==> src/rtl/uart_cmd_parser.sv <==
// uart_cmd_parser
// Turns a stream of received bytes into framed commands:
//   SYNC_BYTE, OP, LEN, LEN payload bytes [, CHK]
// The decoded opcode and length are held on cmd_* until the consumer takes them.
// The payload sits in a small buffer that is read combinationally via pl_raddr.
// Optional feature macro: UART_CMD_CHKSUM_EN adds a trailing checksum byte.
// That byte is the XOR of OP, LEN and every payload byte.
// A mismatching checksum aborts the frame with err_code 2'b10.
module uart_cmd_parser #(
  parameter int         MAX_LEN        = 16,
  parameter int         TIMEOUT_CYCLES = 100000,
  parameter logic [7:0] SYNC_BYTE      = 8'h55,
  localparam int        ADDR_W         = (MAX_LEN > 1) ? $clog2(MAX_LEN) : 1
) (
  input  logic              clk,
  input  logic              rst_n,
  input  logic [7:0]        in_data,
  input  logic              in_valid,
  output logic              in_ready,
  output logic              cmd_valid,
  input  logic              cmd_ready,
  output logic [7:0]        cmd_op,
  output logic [7:0]        cmd_len,
  input  logic [ADDR_W-1:0] pl_raddr,
  output logic [7:0]        pl_rdata,
  output logic              err_valid,
  output logic [1:0]        err_code,
  output logic              busy
);

  localparam int              TO_W      = $clog2(TIMEOUT_CYCLES) + 1;
  localparam logic [TO_W-1:0] TO_LAST   = TO_W'(TIMEOUT_CYCLES - 1);
  localparam int              DEPTH     = 1 << ADDR_W;
  localparam logic [7:0]      MAX_LEN_B = 8'(MAX_LEN);

  localparam logic [1:0] ERR_LEN     = 2'b01;
  localparam logic [1:0] ERR_TIMEOUT = 2'b11;

`ifdef UART_CMD_CHKSUM_EN
  localparam logic [1:0] ERR_CHK = 2'b10;
  typedef enum logic [2:0] {S_IDLE, S_OP, S_LEN, S_PAYLOAD, S_CHK, S_DONE} state_t;
  // The state entered once the last length/payload byte has been taken.
  localparam state_t S_TAIL = S_CHK;
`else
  typedef enum logic [2:0] {S_IDLE, S_OP, S_LEN, S_PAYLOAD, S_DONE} state_t;
  localparam state_t S_TAIL = S_DONE;
`endif

  state_t          state;
  state_t          state_next;
  logic            accept;
  logic            counting;
  logic            err_set;
  logic [1:0]      err_code_next;
  logic [TO_W-1:0] to_count;
  logic [7:0]      index;
  logic [7:0]      buffer [DEPTH];
`ifdef UART_CMD_CHKSUM_EN
  logic [7:0]      chk_acc;
`endif

  assign busy      = (state != S_IDLE);
  assign cmd_valid = (state == S_DONE);
  assign in_ready  = (state != S_DONE);
  assign accept    = in_valid && in_ready;
  assign counting  = busy && !cmd_valid;
  assign pl_rdata  = buffer[pl_raddr];

  // State register
  always_ff @(posedge clk or negedge rst_n) begin
    if (!rst_n) state <= S_IDLE;
    else        state <= state_next;
  end

  // Next-state decode, frame errors and the inter-byte timeout abort
  always_comb begin
    state_next    = state;
    err_set       = 1'b0;
    err_code_next = 2'b00;
    case (state)
      S_IDLE:
        if (accept && in_data == SYNC_BYTE) state_next = S_OP;
      S_OP:
        if (accept) state_next = S_LEN;
      S_LEN:
        if (accept) begin
          if (in_data > MAX_LEN_B) begin
            state_next    = S_IDLE;
            err_set       = 1'b1;
            err_code_next = ERR_LEN;
          end else if (in_data == 8'd0) begin
            state_next = S_TAIL;
          end else begin
            state_next = S_PAYLOAD;
          end
        end
      S_PAYLOAD:
        if (accept && index == cmd_len - 8'd1) state_next = S_TAIL;
`ifdef UART_CMD_CHKSUM_EN
      S_CHK:
        if (accept) begin
          if (in_data == chk_acc) begin
            state_next = S_DONE;
          end else begin
            state_next    = S_IDLE;
            err_set       = 1'b1;
            err_code_next = ERR_CHK;
          end
        end
`endif
      S_DONE:
        if (cmd_ready) state_next = S_IDLE;
      default:
        state_next = S_IDLE;
    endcase
    // A byte landing in the limit cycle wins over the timeout.
    if (counting && !accept && to_count == TO_LAST) begin
      state_next    = S_IDLE;
      err_set       = 1'b1;
      err_code_next = ERR_TIMEOUT;
    end
  end

  // Command fields, payload index, idle counter and the one-cycle error pulse
  always_ff @(posedge clk or negedge rst_n) begin
    if (!rst_n) begin
      cmd_op    <= '0;
      cmd_len   <= '0;
      index     <= '0;
      to_count  <= '0;
      err_valid <= 1'b0;
      err_code  <= 2'b00;
    end else begin
      err_valid <= err_set;
      if (err_set) err_code <= err_code_next;
      if (accept || !counting) to_count <= '0;
      else                     to_count <= to_count + TO_W'(1);
      if (accept) begin
        case (state)
          S_OP:      cmd_op <= in_data;
          S_LEN:
            if (in_data <= MAX_LEN_B) begin
              cmd_len <= in_data;
              index   <= '0;
            end
          S_PAYLOAD: index <= index + 8'd1;
          default:   ;
        endcase
      end
    end
  end

`ifdef UART_CMD_CHKSUM_EN
  // Running XOR of OP, LEN and payload, compared against the CHK byte
  always_ff @(posedge clk or negedge rst_n) begin
    if (!rst_n) begin
      chk_acc <= '0;
    end else if (accept) begin
      case (state)
        S_OP:             chk_acc <= in_data;
        S_LEN, S_PAYLOAD: chk_acc <= chk_acc ^ in_data;
        default:          ;
      endcase
    end
  end
`endif

  // Payload storage; contents are left stale between frames
  always_ff @(posedge clk) begin
    if (accept && state == S_PAYLOAD) buffer[index[ADDR_W-1:0]] <= in_data;
  end

endmodule

==> config.mk <==
export PLATFORM = sky130hd
export DESIGN_NAME = uart_cmd_parser
export DESIGN_NICKNAME = d
export VERILOG_FILES = /design/src/rtl/uart_cmd_parser.sv
export SDC_FILE = /design/constraint.sdc
export NUM_CORES = 1
export LEC_CHECK = 0
export CELL_PAD_IN_SITES_DETAIL_PLACEMENT = 1
export CELL_PAD_IN_SITES_GLOBAL_PLACEMENT = 2
export CORE_MARGIN = 3
export CORE_UTILIZATION = 23
export CTS_CLUSTER_DIAMETER = 80
export DETAILED_ROUTE_END_ITERATION = 8
export PLACE_DENSITY = 0.49
export SYNTH_ARGS = -nofsm -noshare
export SYNTH_HDL_FRONTEND = slang
export SYNTH_SLANG_ARGS = --single-unit
==> constraint.sdc <==
create_clock -name clk -period 2.36 [get_ports clk]
set_input_delay 0.354 -clock clk [delete_from_list [all_inputs] [get_ports clk]]
set_output_delay 0.354 -clock clk [all_outputs]
set_load 0.1 [all_outputs]
== Word level (Yosys, flattened, before mapping) ==
Memories as Yosys holds them, arrays and structs flattened.
Cells that the tools add are included.
Storage, ports and cells
  output and inout port bits: 30
  register bits: 48
  word-level logic and storage cells: 68
  memories: 1
  RAM bits: 128
Cells by class
  reductions and logical operators: 19
  equality and inequality tests: 14
  order comparisons: 2
  mux-type cells: 22
  $add $sub $neg: 3
Memory list
  buffer: depth 16, bits a word 8, rd ports 1, clocked after memory_dff 0, write ports 1, line 57  | logic [7:0] buffer [DEPTH];
Operator list (number)
  $mux W3: 8
  $add A18 B1 Y18 const B: 1
  $eq A18 B17 Y1 const B: 1
  $mux W18: 1
  $pmux W8 S2: 1
  $ne A3 B3 Y1 const B: 5
  $pmux W3 S5: 1
  $mux W1: 9
  $add A8 B1 Y8 const B: 1
  $eq A8 B7 Y1 const B: 1
  $eq A8 B8 Y1: 1
  $gt A8 B5 Y1 const B: 1
  $le A8 B5 Y1 const B: 1
  $logic_not A8 Y1: 1
  $mux W8: 1
  $sub A8 B1 Y8 const B: 1
  $logic_and A1 B1 Y1: 7
  $eq A3 B2 Y1 const B: 2
  $reduce_and A3 Y1: 2
  $reduce_and A5 Y1: 1
  $eq A3 B1 Y1 const B: 1
  $eq A3 B3 Y1 const B: 1
  $logic_not A1 Y1: 3
  $logic_not A3 Y1: 1
  7 further kinds: 7

== Depth between registers and ports, before layout ==
Gate-level depths: netlist of the first run.
  word-level depth: 7
  mapped depth: 8
  gate-level depth less buffers: 8

== Worst setup path after synthesis of the first run ==
OpenSTA, ideal clock, no wires.
  kind: reg2reg
  from: reg cmd_len[0]
  to: reg state[0]
  arrival: 2433 ps
  stages on the path, launching flop included: 9
  slack: -210 ps
  setup time: 137 ps
  path through: dfrtp_1 inv_1 ha_1 xnor2_1 nor2_1 o2111ai_1 or3_1 a211oi_1 o21ai_0
Between the ends
  word-level cells in the longest chain between the ends: 5
Ends and longest elaborated chain
  start, declared: line 23  | output logic [7:0] cmd_len,
  start signal, assigned: line 143  | cmd_len <= in_data;
  $sub A8 B1 Y8: line 98  | if (accept && index == cmd_len - 8'd1) state_next = S_TAIL;
  $eq A8 B8 Y1: line 98
  $logic_and A1 B1 Y1: line 98
  $ne A3 B3 Y1 (no line)
  $reduce_and A5 Y1 (no line)
  end signal, assigned: line 72  | else state <= state_next;
  end, declared: line 49  | state_t state;
Every way passes these cells.
A chain may end at the register's enable or synchronous reset.

== Final worst setup path of the first run ==
  from: mem buffer[11][2]
  to: out pl_rdata[2]
Between the ends
  word-level cells in the longest chain between the ends: 1
Ends and longest elaborated chain
  start, declared: line 57
  $mem_v2 Z16 W8
  end, declared: line 25  | output logic [7:0] pl_rdata,
Every way passes these cells.

==> results of run 1 <==
==> layer usage <==
layer	vias up	routed length (um)	track usage [%]
li1	1971	-	-
met1	2223	9010	15.7
met2	57	9920	20.6
met3	14	471	2.13
met4	0	168	2.77
met5	-	0	0
==> state kept, by name (all words and copies together) (netlist names) <==
name       flops
index          8
state          3
cmd_len        8
err_valid      1
cmd_op         8
to_count      18
err_code       2
buffer       128
==> worst reg2reg max path: cells and delay by family (launching register included) <==
kind	cells	cell delay [ns]
compound gates	3	0.47
xor+xnor	1	0.13
fa+ha+maj	1	0.30
buf+inv	2	0.25
flops	1	0.41
simple gates	2	0.51
==> layout make-up <==
class	instances	share of cell area [%]
clock inverter	15	1.60
clock buffer	17	4.43
multi-input combinational	249	23.6
tap	402	5.24
sequential	176	52.6
inverter	11	0.430
timing repair buffer	115	12.1
==> cells by family after synthesis <==
group | count (synthesis) | synth area share, %
buffers and inverters | 30 | 1.75
flip-flops | 176 | 67.8
AND/OR/NAND/NOR | 135 | 9.31
multiplexers | 52 | 14.3
XOR/XNOR | 29 | 3.41
AO/OA/AOI/OAI | 27 | 2.45
adder cells (fa/ha/maj) | 6 | 1.01
==> cells in the mapped netlist (2+ instances only) <==
cell type / number
edfxtp_1: 128
dfrtp_1: 48
nor2_1: 44
mux4_2: 40
nand2_1: 23
xor2_1: 19
inv_1: 11
nand3_1: 10
xnor2_1: 10
clkbuf_1: 9
mux2_4: 8
nand4_1: 8
nor2b_1: 8
nor3_1: 8
o21ai_0: 7
and3_1: 6
ha_1: 6
a21oi_1: 5
buf_2: 5
nand2b_1: 5
or3_1: 4
and4_1: 3
buf_1: 3
mux2_2: 3
or4_1: 3
a22oi_1: 2
and4_2: 2
o221ai_1: 2
or2_2: 2
==> metrics by stage <==
step           util, %  cells  setup slack [ns]
2_1_floorplan        -    455            0.0237
3_3_place_gp      28.3    951            -0.328
3_5_place_dp      28.3    951            -0.380
4_1_cts           30.3    985           -0.0572
5_1_grt           30.3    985           -0.0941
6_report          30.3    985           -0.0241
==> worst max path at each step <==
stage | start | to | slack, ns | cells past startpoint
floorplan | state[1]$_DFFE_PN0P_ | cmd_valid | 0.02 | 3
global placement | in_data[1] | cmd_op[6]$_DFFE_PN0P_ | -0.33 | 7
global route | buffer[11][4]$_DFFE_PP_ | pl_rdata[4] | -0.09 | 3
CTS | buffer[11][4]$_DFFE_PP_ | pl_rdata[4] | -0.06 | 3
finish | buffer[11][2]$_DFFE_PP_ | pl_rdata[2] | -0.02 | 3
detailed placement | in_data[1] | cmd_op[2]$_DFFE_PN0P_ | -0.38 | 7
==> timing repair <==
item | 4_1_cts | 5_1_grt
pin swaps | 0 | 0
cloned | 1 | 0
endpoints found under the hold margin | 7 | 0
endpoints found under the setup margin | 8 | 8
hold buffers | 1 | 0
gates resized for setup | 3 | 0
==> where the power goes <==
part	switching [W]	internal, W	total, W
Combinational	0.00200	0.00104	0.00304
Sequential	0.000237	0.00362	0.00385
Clock	0.00132	0.00140	0.00273
Total	0.00356	0.00606	0.00962
==> results.md, run 1 <==
- The detailed-route wire length per cell is between 15 and 20 um.
- The instance count of the mapped netlist is 455.
- The overall power after layout is 0.00962 W.
- Timing would allow up to between 0.4 and 0.5 GHz.
- The initial antenna violation count came to 0.
- The count of nets left with antenna violations once routing finished came out at 0.
- The combined area of the multi-input logic cells is 2270 um^2.
- The Yosys step of the flow raised 0 warnings.
- For flop-to-flop paths, the worst setup slack is about 0.16 ns.
- The via count normalized by instance count is 4.33.
- The critical path data arrival time is between 2 and 2.5 ns.
- The site row count is 65.
- Ranked by total cell area, the synthesized netlist is headed by edfxtp_1 (52%), dfrtp_1 (16%), mux4_2 (12%).
- In this run the critical register-to-register path is captured at state[0]$_DFFE_PN0P_.
- The width of the die is between 150 and 200 um.
- The share of the synthesized area in the top cell type is 51.6%.
- Max-cap violations in this run came to 0.
- The max-slew violation count is 0.
- Of the synthesized area, sequential elements account for 67.8%.
- The signal on the critical path passes through mux4_2 -> mux4_2 -> buf_12.
- The worst register-to-register path begins at cmd_len[0]$_DFFE_PN0P_.
- STA puts the critical path data required time at 2.01 ns.
- The number of diodes added for antenna fixing is 0.
- The worst setup path is captured at a primary output.
- For the worst-skew pair, the clock arrives at the later sink with an insertion delay of between 0.4 and 0.5 ns.
- The CTS tree is built.
- The first TritonRoute pass finished after 5 iterations.
- The path with the worst hold slack has its endpoint at err_code[1]$_DFFE_PN0P_.
- The post-detailed-routing wire length is 19.6 mm.
- The worst IR drop on VDD is 0.584 mV.
- The number of DRC markers after the initial detailed-route iteration is 239.
- The analysis attributes to cell leakage a power of between 3 and 4 nW.
- Setup violations remaining at the end of the flow were counted as 6.
- After clock tree synthesis, the clock-pin slew on the worst setup and hold paths is ~0.07 ns.
- In the finished design, the share of the clock period the worst path needs comes to 101%.
- Counting cells, the worst reg-to-reg path comes to 9.
- During placement, the flow inserted port buffers numbering 45.
- The wire length of the first global-routing pass is 30.1 mm.
- The post-synthesis to final-layout area growth is 29.0%.
- CTS built an H-tree with a depth of 4.
- The setup skew after layout is 0.0113 ns.
- The register cell area after layout is 5050 um^2.
- Dividing total power by cell area gives a power density of 1000 nW/um^2.
- The run finished, with violations left.
- The slew at the pin closest to its max-slew limit is 0.733 ns.
- In this run the cell area of the synthesized design comes to 7440 um^2.
- The area after detailed placement is 8990 um^2.
- The type of the worst setup path is reg -> out.
- The number of cells on the worst hold path is 2.
- The worst slew margin relative to its limit is about half.
- The placeable core area is 31700 um^2.
- The post-route worst setup slack is -0.0241 ns.
- Setup repair after global routing could not meet its margin everywhere.
- Entering global routing, the biggest net connects 31 pins.
- For the finished layout, the period the worst path requires is ~2.4 ns.
- The top cell types in the final layout, fill and taps aside, are edfxtp_1 (128), buf_4 (78), dfrtp_1 (46).
- In this design, the stage delay of the slowest critical-path cell is approximately 0.54 ns.
- The library cell used as clock root buffer is clkbuf_16.
- Counting flops and latches in the post-synthesis netlist gives ~180.
- The total number of vias is 4265.
- Together, buffers and inverters on the worst path number 1.
- The biggest area contributor in the post-synthesis netlist is edfxtp_1.
- Final hold analysis gives a worst-case slack of 0.485 ns.
- The via count of the first global-routing pass came to 4784.
- In this run the vertical extent of the chip is 186 um.
- The dominant synthesized flop cell is edfxtp_1.
- Cells with a size suffix above 1 make up between 30% and 40% of the layout.
- The congestion estimate from routability-driven global placement came to 0.729.
- The leading cell type in the layout, fill and taps excluded is edfxtp_1.
- The tree built by TritonCTS fans out to 176 sinks.
- For this configuration, the core starts out at a cell density of a little under a quarter.
- The final number of hold-violating endpoints is 0.
- The maximum fanout along the worst path is 1.
- TritonCTS created 17 clock buffers.
- Summing all non-filler instances in the final layout gives an area of roughly 9600 um^2.
- The floorplan die area is 34600 um^2.
- The tightest min-delay check is of the reg -> reg type.
- After global routing the overflow that remains totals 0.
- The detailed-route DRC error count is 0.
- The post-CTS repair timing setup buffer count is 0.
- The number of enable flip-flop cells after synthesis is 128.
- A synthesized cell averages around 16 um^2.
- By instance count, the cell type seen most on the critical path is mux4_2.
- The overall global routing resource usage is 12.0%.
- The maximum root-to-sink buffer count is 2.
- The cell type of the slowest stage on the worst timing path is mux4_2.
- The cell family contributing the most delay on the critical path is multiplexers.
- Adding up every negative setup slack in the final design gives -0.106 ns.
- The startpoint kind of the worst setup timing path is a flop.
- The synthesized netlist contains 52 unique library cells.
- The count of nets after finishing is 592.
- The critical hold path startpoint is err_code[1]$_DFFE_PN0P_.
- The number of nets handed over by synthesis was 477.
- The final reports fail on setup timing.
- The detailed placement HPWL is 13.6 mm.
- For this run, asynchronously set or reset flops after synthesis account for between 20 and 30%.
- The number of top-level pins is 46.
- The filler cells instantiated in the layout total 3345.
Note: power is estimated with default switching activity, not from simulation.
==> run 2, diff against run 1 <==
--- a/config.mk
+++ b/config.mk
@@ -5,12 +5,14 @@
 export SDC_FILE = /design/constraint.sdc
 export NUM_CORES = 1
 export LEC_CHECK = 0
+export CAP_MARGIN = 0
 export CELL_PAD_IN_SITES_DETAIL_PLACEMENT = 1
 export CELL_PAD_IN_SITES_GLOBAL_PLACEMENT = 2
 export CORE_MARGIN = 3
 export CORE_UTILIZATION = 23
 export CTS_CLUSTER_DIAMETER = 80
 export DETAILED_ROUTE_END_ITERATION = 8
+export GPL_TIMING_DRIVEN = 0
 export PLACE_DENSITY = 0.49
 export SYNTH_ARGS = -nofsm -noshare
 export SYNTH_HDL_FRONTEND = slang
==> run 2 against run 1 <==
  * The flow still finishes with violations (setup timing)
  * Fmax fell by 1.2%
  * Non-clock buffer count fell by 33
  * Global-route usage fell by 0.44 points
  * Hold slack got worse by 0.065 ns
  * Critical endpoint is now pl_rdata[5]
  * Largest power group unchanged
==> results.md, run 2 (same netlist as run 1, synthesis figures left out) <==
- The final setup violation count is 8.
- The first TritonRoute pass finished after 4 iterations.
- At the end of routability-driven placement, the weighted congestion stood at ~0.75.
- The most congested layer reported by global routing is met2.
- TritonCTS built the clock tree.
- The setup skew after layout is 0.00651 ns.
- Summed over all layers, the global routing overflow is 0.
- The maximum root-to-sink buffer count is 2.
- In this run, CTS created clock tree buffers numbering 17.
- The min-delay analysis places its worst path in the category in -> async.
- The placeable core area is 31700 um^2.
- The depth of the CTS H-tree is 4.
- For this block, the initial DRC count from the detailed router was 151.
- The final number of hold-violating endpoints is 0.
- The number of clock sinks is around 180.
- Global routing consumed, over all layers together, 11.5% of the routing resources.
- Entering global routing, the biggest net connects 30 pins.
- The required time of the critical path is 2.01 ns.
- The via count of the first global-routing pass came to approximately 4600.
- Using the TritonRoute via totals, the vias-per-cell ratio works out to roughly 4.4.
- The number of top-level pins is 46.
- Once routing completed, OpenROAD measured the worst setup slack at -0.0522 ns.
- The wire length of the first global-routing pass is 28.8 mm.
- Buffers placed on the I/O ports in this run total 42.
- Timing would allow up to between 0.4 and 0.5 GHz.
- The clock transition at the registers of the reported paths is roughly 0.070 ns.
- The max-slew violation count is 0.
- The later-pin clock latency in the skew report is 0.43 ns.
- The slew at the pin closest to its max-slew limit is 0.988 ns.
- For this run, global-route usage on met3 was measured as 2.81%.
- Setup total negative slack on the finished layout was measured at -0.232 ns.
- In the final routed layout, each cell accounts on average for 20.0 um.
- The vertical extent of the die is 186 um.
- The type of the worst setup path is reg -> out.
- Summing all multi-input logic gate instances after layout gives 2420 um^2.
- The detailed placement HPWL is approximately 12 mm.
- The initial antenna violation count was 2.
- Once detail routing completed, the nets flagged for antenna violations numbered 0.
- The kind of end point of the critical path is a primary output.
- The post-route netlist has 29.6% of its cells at a drive strength greater than 1.
- The initial utilization of the core area, before any placement, comes to 23.5%.
- The worst IR drop on VDD is 1.02 mV.
- The power density of the placed cells is 1020 nW/um^2.
- The maximum fanout along the worst path is 1.
- Global routing consumed, on the met2 layer, 19.0% of the routing resources.
- The leading cell type in the layout, fill and taps excluded is edfxtp_1.
- Subtracting the final worst setup slack from the clock period gives 2.41 ns.
- The final reports fail on setup timing.
- Setup repair after global routing could not meet its margin everywhere.
- The worst slew margin relative to its limit is roughly a third.
- Relative to the synthesized area, the layout overhead comes to 28.2%.
- The run finished, with violations left.
- The number of violations of the max-capacitance limit is 0.
- The width of the die is 186 um.
- The fill cell instance count of the final layout is 3320.
- The critical path data arrival time is 2.06 ns.
- The floorplan die area is 34600 um^2.
- The startpoint kind of the worst setup timing path is a flop.
- The post-detailed-routing wire length is about 19 mm.
- The register cell area after layout is 5050 um^2.
- The area after detailed placement is 8410 um^2.
- For met1 alone, demand over resource in global routing was between 10% and 20%.
- Summing over every cut layer, the via total after detailed routing is 4209.
- For this run, design rule violations remaining after detail routing come to 0.
- The flip-flop count of the largest register, all copies and words added is 128.
- Summed over all cells, the static leakage comes to 3.40 nW.
- In the layout the commonest cells are edfxtp_1 (128), dfrtp_1 (46), mux4_2 (40).
- The site row count is 65.
- In the final design database the tool counted 559 nets.
- The tree is rooted in a clkbuf_16.
- After routing the design area is roughly 9500 um^2.
- After layout, the design draws a total of 0.00975 W.
- Dividing the final minimum period by the clock period gives 102%.
-- run 2: cell count changes in the layout (fill, tap and decap cells not counted), sizes merged, moves of 4 or more --
cell | before | now
dlygate4sd2 | 0 | 10
buf | 101 | 40
clkdlybuf4s15 | 1 | 5
dlymetal6s2s | 0 | 4
clkbuf | 17 | 33
clkinv | 8 | 4
clkdlybuf4s50 | 12 | 8
-- run 2: power breakdown --
| part | internal, W | total, W | leakage, nW | switching, W |
|---|---|---|---|---|
| Combinational | 0.000901 | 0.00296 | 1.34 | 0.00206 |
| Clock | 0.00170 | 0.00291 | 0.291 | 0.00121 |
| Sequential | 0.00362 | 0.00387 | 1.77 | 0.000253 |
| Total | 0.00622 | 0.00975 | 3.40 | 0.00352 |
-- run 2: worst paths after layout --
check	startpoint	endpoint	slack [ns]	cells after the start
worst max-delay path	buffer[3][5]$_DFFE_PP_	pl_rdata[5]	-0.05	3
worst min-delay path	rst_n	to_count[10]$_DFF_PN0_	0.42	2
worst max register to register	state[1]$_DFFE_PN0P_	buffer[2][3]$_DFFE_PP_	0.06	6
worst min register to register	err_code[0]$_DFFE_PN0P_	err_code[0]$_DFFE_PN0P_	0.48	1
max in group asynchronous	rst_n	cmd_len[1]$_DFFE_PN0P_	1.38	3
min in group clk	in_data[1]	cmd_len[1]$_DFFE_PN0P_	0.43	3
-- run 2: routing by layer --
layer	share of wire, %	vias to the layer above	routed length [um]
met5	0	-	0
li1	-	1904	-
met2	50	67	9510
met3	3.1	9	582
met1	46	2229	8810
met4	0.68	0	129
-- run 2: area by class of cell --
| type | count | share of cell area (%) |
|---|---|---|
| sequential | 176 | 52.9 |
| multi-input combinational | 249 | 25.4 |
| timing repair buffer | 63 | 7.95 |
| tap | 402 | 5.27 |
| clock buffer | 19 | 4.64 |
| buffer | 19 | 1.72 |
| clock inverter | 13 | 1.69 |
| inverter | 11 | 0.433 |
| antenna | 1 | 0.0262 |
-- run 2: worst max-delay path, cell delays in order, from the launching register on --
cell and delay (ns):
edfxtp_1 0.37, mux4_2 0.53, mux4_2 0.53, buf_8 0.20
-- run 2: repair_timing --
action / in CTS / in global routing
resized for setup: 137 / 23
buffers inserted: 4 / 15
setup endpoints to repair: 178 / 142
pin swaps: 2 / 14
hold buffers: 1 / 0
hold endpoints to repair: 19 / 0
cloned: 0 / 0
-- run 2: through the flow --
step | hold slack [ns] | util (%) | instances | setup slack, ns
after global placement | 0.457 | 26.5 | 899 | -1.62
final | 0.420 | 30.1 | 953 | -0.0522
after floorplan | 0.0584 | - | 455 | 0.0237
after detailed placement | 0.353 | 26.5 | 900 | -1.63
after CTS | 0.416 | 29.2 | 937 | -0.128
after global routing | 0.436 | 30.1 | 952 | -0.129
==> run 3, diff against run 2 <==
--- a/config.mk
+++ b/config.mk
@@ -17,3 +17,4 @@
 export SYNTH_ARGS = -nofsm -noshare
 export SYNTH_HDL_FRONTEND = slang
 export SYNTH_SLANG_ARGS = --single-unit
+export TNS_END_PERCENT = 50
==> run 3 against run 2 <==
  * The flow still finishes with violations (setup timing)
  * Combinational power is essentially flat
  * Utilization shrank 0.24 points
  * Register-to-register slack about the same
  * Sequential power barely moved
  * First-iteration DRC count increased by 6.0%
  * Critical path depth is the same
  * Clock power is essentially flat
  * Critical path type unchanged
  * Critical endpoint is now pl_rdata[3]
  * Largest power group unchanged
==> results.md, run 3 (same netlist as run 1, synthesis figures left out) <==
- The floorplan die area is 34600 um^2.
- The library cell used as clock root buffer is clkbuf_16.
- The remaining number of nets flagged by the antenna check after routing is 0.
- For this configuration, the core starts out at a cell density of 23.5%.
- In this run the number of H-tree levels came out at 4.
- For this design the ratio of total power to cell area is 1030 nW/um^2.
- The final number of hold-violating endpoints is 0.
- Cells with a size suffix above 1 make up 27.9% of the layout.
- The signal on the critical path passes through mux4_2 -> mux4_2 -> buf_8.
- The wire length of the first global-routing pass is 28.8 mm.
- For this run, the detailed router's first-pass iteration total came to 4.
- 46 I/O pins were placed.
- The type of the worst setup path is reg -> out.
- The flip-flop count of the largest register, all copies and words added is 128.
- The via count of the first global-routing pass was 4561.
- The startpoint kind of the worst setup timing path is a flop.
- The library cell used most frequently in the layout, excluding fill and tap cells, is edfxtp_1.
- The delay contributed by the slowest stage of the critical path is 0.54 ns.
- The required time of the critical path is 2.01 ns.
- Dividing the final minimum period by the clock period gives 102%.
- The count of buffer and inverter cells on the critical path is 1.
- The maximum root-to-sink buffer count is 2.
- Port buffering added between 40 and 50 buffers.
- The pre-CTS worst setup slack is -1.63 ns.
- The max-slew violation count is 0.
- The setup skew after layout is 0.00680 ns.
- The final critical path time including I/O delays and setup is approximately 2.4 ns.
- The post-synthesis to final-layout area growth is 27.1%.
- The overall power after layout is ~0.0097 W.
- After floorplanning, the core was sized to cover 31700 um^2.
- TritonCTS built the clock tree.
- The number of clock sinks is approximately 180.
- The leakage power summed over all cells is 3.36 nW.
- The initial antenna violation count was 2.
- For this run, design rule violations remaining after detail routing come to 0.
- The flow ran to the end, but the final reports show violations.
- From left edge to right edge, the die measures 186 um.
- The total global routing overflow is 0.
- At the pin with the least slew margin, the transition time is 0.988 ns.
- Measured against its own limit, the worst slew margin works out to 33.9%.
- The overall global routing resource usage is 11.5%.
- Among the stages of the critical path, the cell type that occurs most often is mux4_2.
- In the layout the commonest cells are edfxtp_1 (128), dfrtp_1 (46), mux4_2 (40).
- The detailed placement HPWL is 12.4 mm.
- The worst setup path is captured at a primary output.
- The via count normalized by instance count is between 4 and 5.
- The number of clock buffers added by TritonCTS is 17.
- Timing would allow up to 0.414 GHz.
- For the worst-skew pair, the clock arrives at the later sink with an insertion delay of 0.43 ns.
- Clock-pin slew was measured on the worst setup and hold paths at 0.07 ns.
- The checks that failed: setup timing.
- The net count of the finished layout is between 500 and 600.
- Once layout is complete, the utilization of the core stands at 29.8%.
- In the post-route analysis, the smallest setup slack over all paths is -0.0560 ns.
- The routed design has 18.9 mm of wire.
- Max-cap violations in this run came to 0.
- Entering global routing, the biggest net connects 30 pins.
- The final setup violation count is 7.
- Detailed routing inserted a total of 4162 vias.
- The die is 186 um tall.
- Of all nets on the critical path, the largest fanout is 1.
- The tightest min-delay check is of the in -> async type.
- The site row count is 65.
- After the first detailed-routing iteration, the DRC count stood at 160.
- The cell type of the slowest stage on the worst timing path is mux4_2.
- Setup repair after global routing could not meet its margin everywhere.
- The congestion estimate from routability-driven global placement came to 0.748.
- The detailed-route wire length per cell is 20.0 um.
- VDD sags by at most 1.02 mV.
- The cell family contributing the most delay on the critical path is multiplexers.
- STA puts the critical path data arrival time at 2.06 ns.
[run 3: cell types whose count changed in the layout (fill, tap and decap cells not counted)]
cell,previous run,this run
nand2_1,22,23
clkdlybuf4s15_2,5,6
nand2_2,2,1
buf_4,6,4
clkbuf_2,6,2
buf_2,4,3
buf_12,17,13
dlygate4sd2_1,10,14
[run 3: worst register-to-register path: cells and delay by family, from the launching register on]
| kind | cells | cell delay [ns] |
|---|---|---|
| AND/OR/NAND/NOR | 4 | 1.27 |
| buffers and inverters | 1 | 0.24 |
| flip-flops | 1 | 0.44 |
[run 3: where the power goes]
group          switching [W]  internal [W]  total [W]  leakage, nW
sequential          0.000253       0.00362    0.00387         1.77
combinational        0.00205      0.000886    0.00294         1.30
clock                0.00122       0.00170    0.00292        0.291
[run 3: layout make-up]
| class | instances | area, um^2 |
|---|---|---|
| inverters | 11 | 41.3 |
| well taps | 402 | 503 |
| repair buffers | 57 | 684 |
| diodes | 1 | 2.50 |
| flip-flops and latches | 176 | 5050 |
| multi-input cells | 249 | 2420 |
| fillers | 3323 | 22300 |
| clock inverters | 13 | 161 |
| clock buffers | 19 | 443 |
| plain buffers | 19 | 164 |
[run 3: through the flow]
step,instance area (um^2),TNS (ns),cells,hold WS [ns]
2_1_floorplan,7470,0,455,0.0584
3_3_place_gp,8390,-150.37,899,0.457
3_5_place_dp,8410,-122.46,900,0.353
4_1_cts,9230,-3.38,937,0.416
5_1_grt,9460,-6.39,946,0.436
6_report,9470,-0.205,947,0.419
[run 3: path summary, 6_finish.rpt]
path	to	cells past startpoint	slack [ns]	start
max in group asynchronous	cmd_len[1]$_DFFE_PN0P_	3	1.38	rst_n
worst max-delay path	pl_rdata[3]	3	-0.06	buffer[13][3]$_DFFE_PP_
worst min-delay path	to_count[10]$_DFF_PN0_	2	0.42	rst_n
min in group clk	err_code[0]$_DFFE_PN0P_	1	0.48	err_code[0]$_DFFE_PN0P_
worst max register to register	buffer[4][7]$_DFFE_PP_	5	0.06	state[1]$_DFFE_PN0P_
worst min register to register	err_code[0]$_DFFE_PN0P_	1	0.48	err_code[0]$_DFFE_PN0P_
[run 3: layer usage]
layer | vias to the layer above | wire length [um] | GRT usage, %
li1 | 1892 | - | -
met1 | 2191 | 8700 | 15.5
met2 | 71 | 9380 | 18.9
met3 | 8 | 724 | 2.81
met4 | 0 | 116 | 2.41
met5 | - | 0 | 0
[run 3: timing repair]
item                                    CTS  global route
resized for setup                       134            15
buffers inserted                          4             9
gates cloned                              0             0
endpoints found under the setup margin  178           142
hold buffers                              1             0
endpoints found under the hold margin    19             0
pin swaps                                 2            13
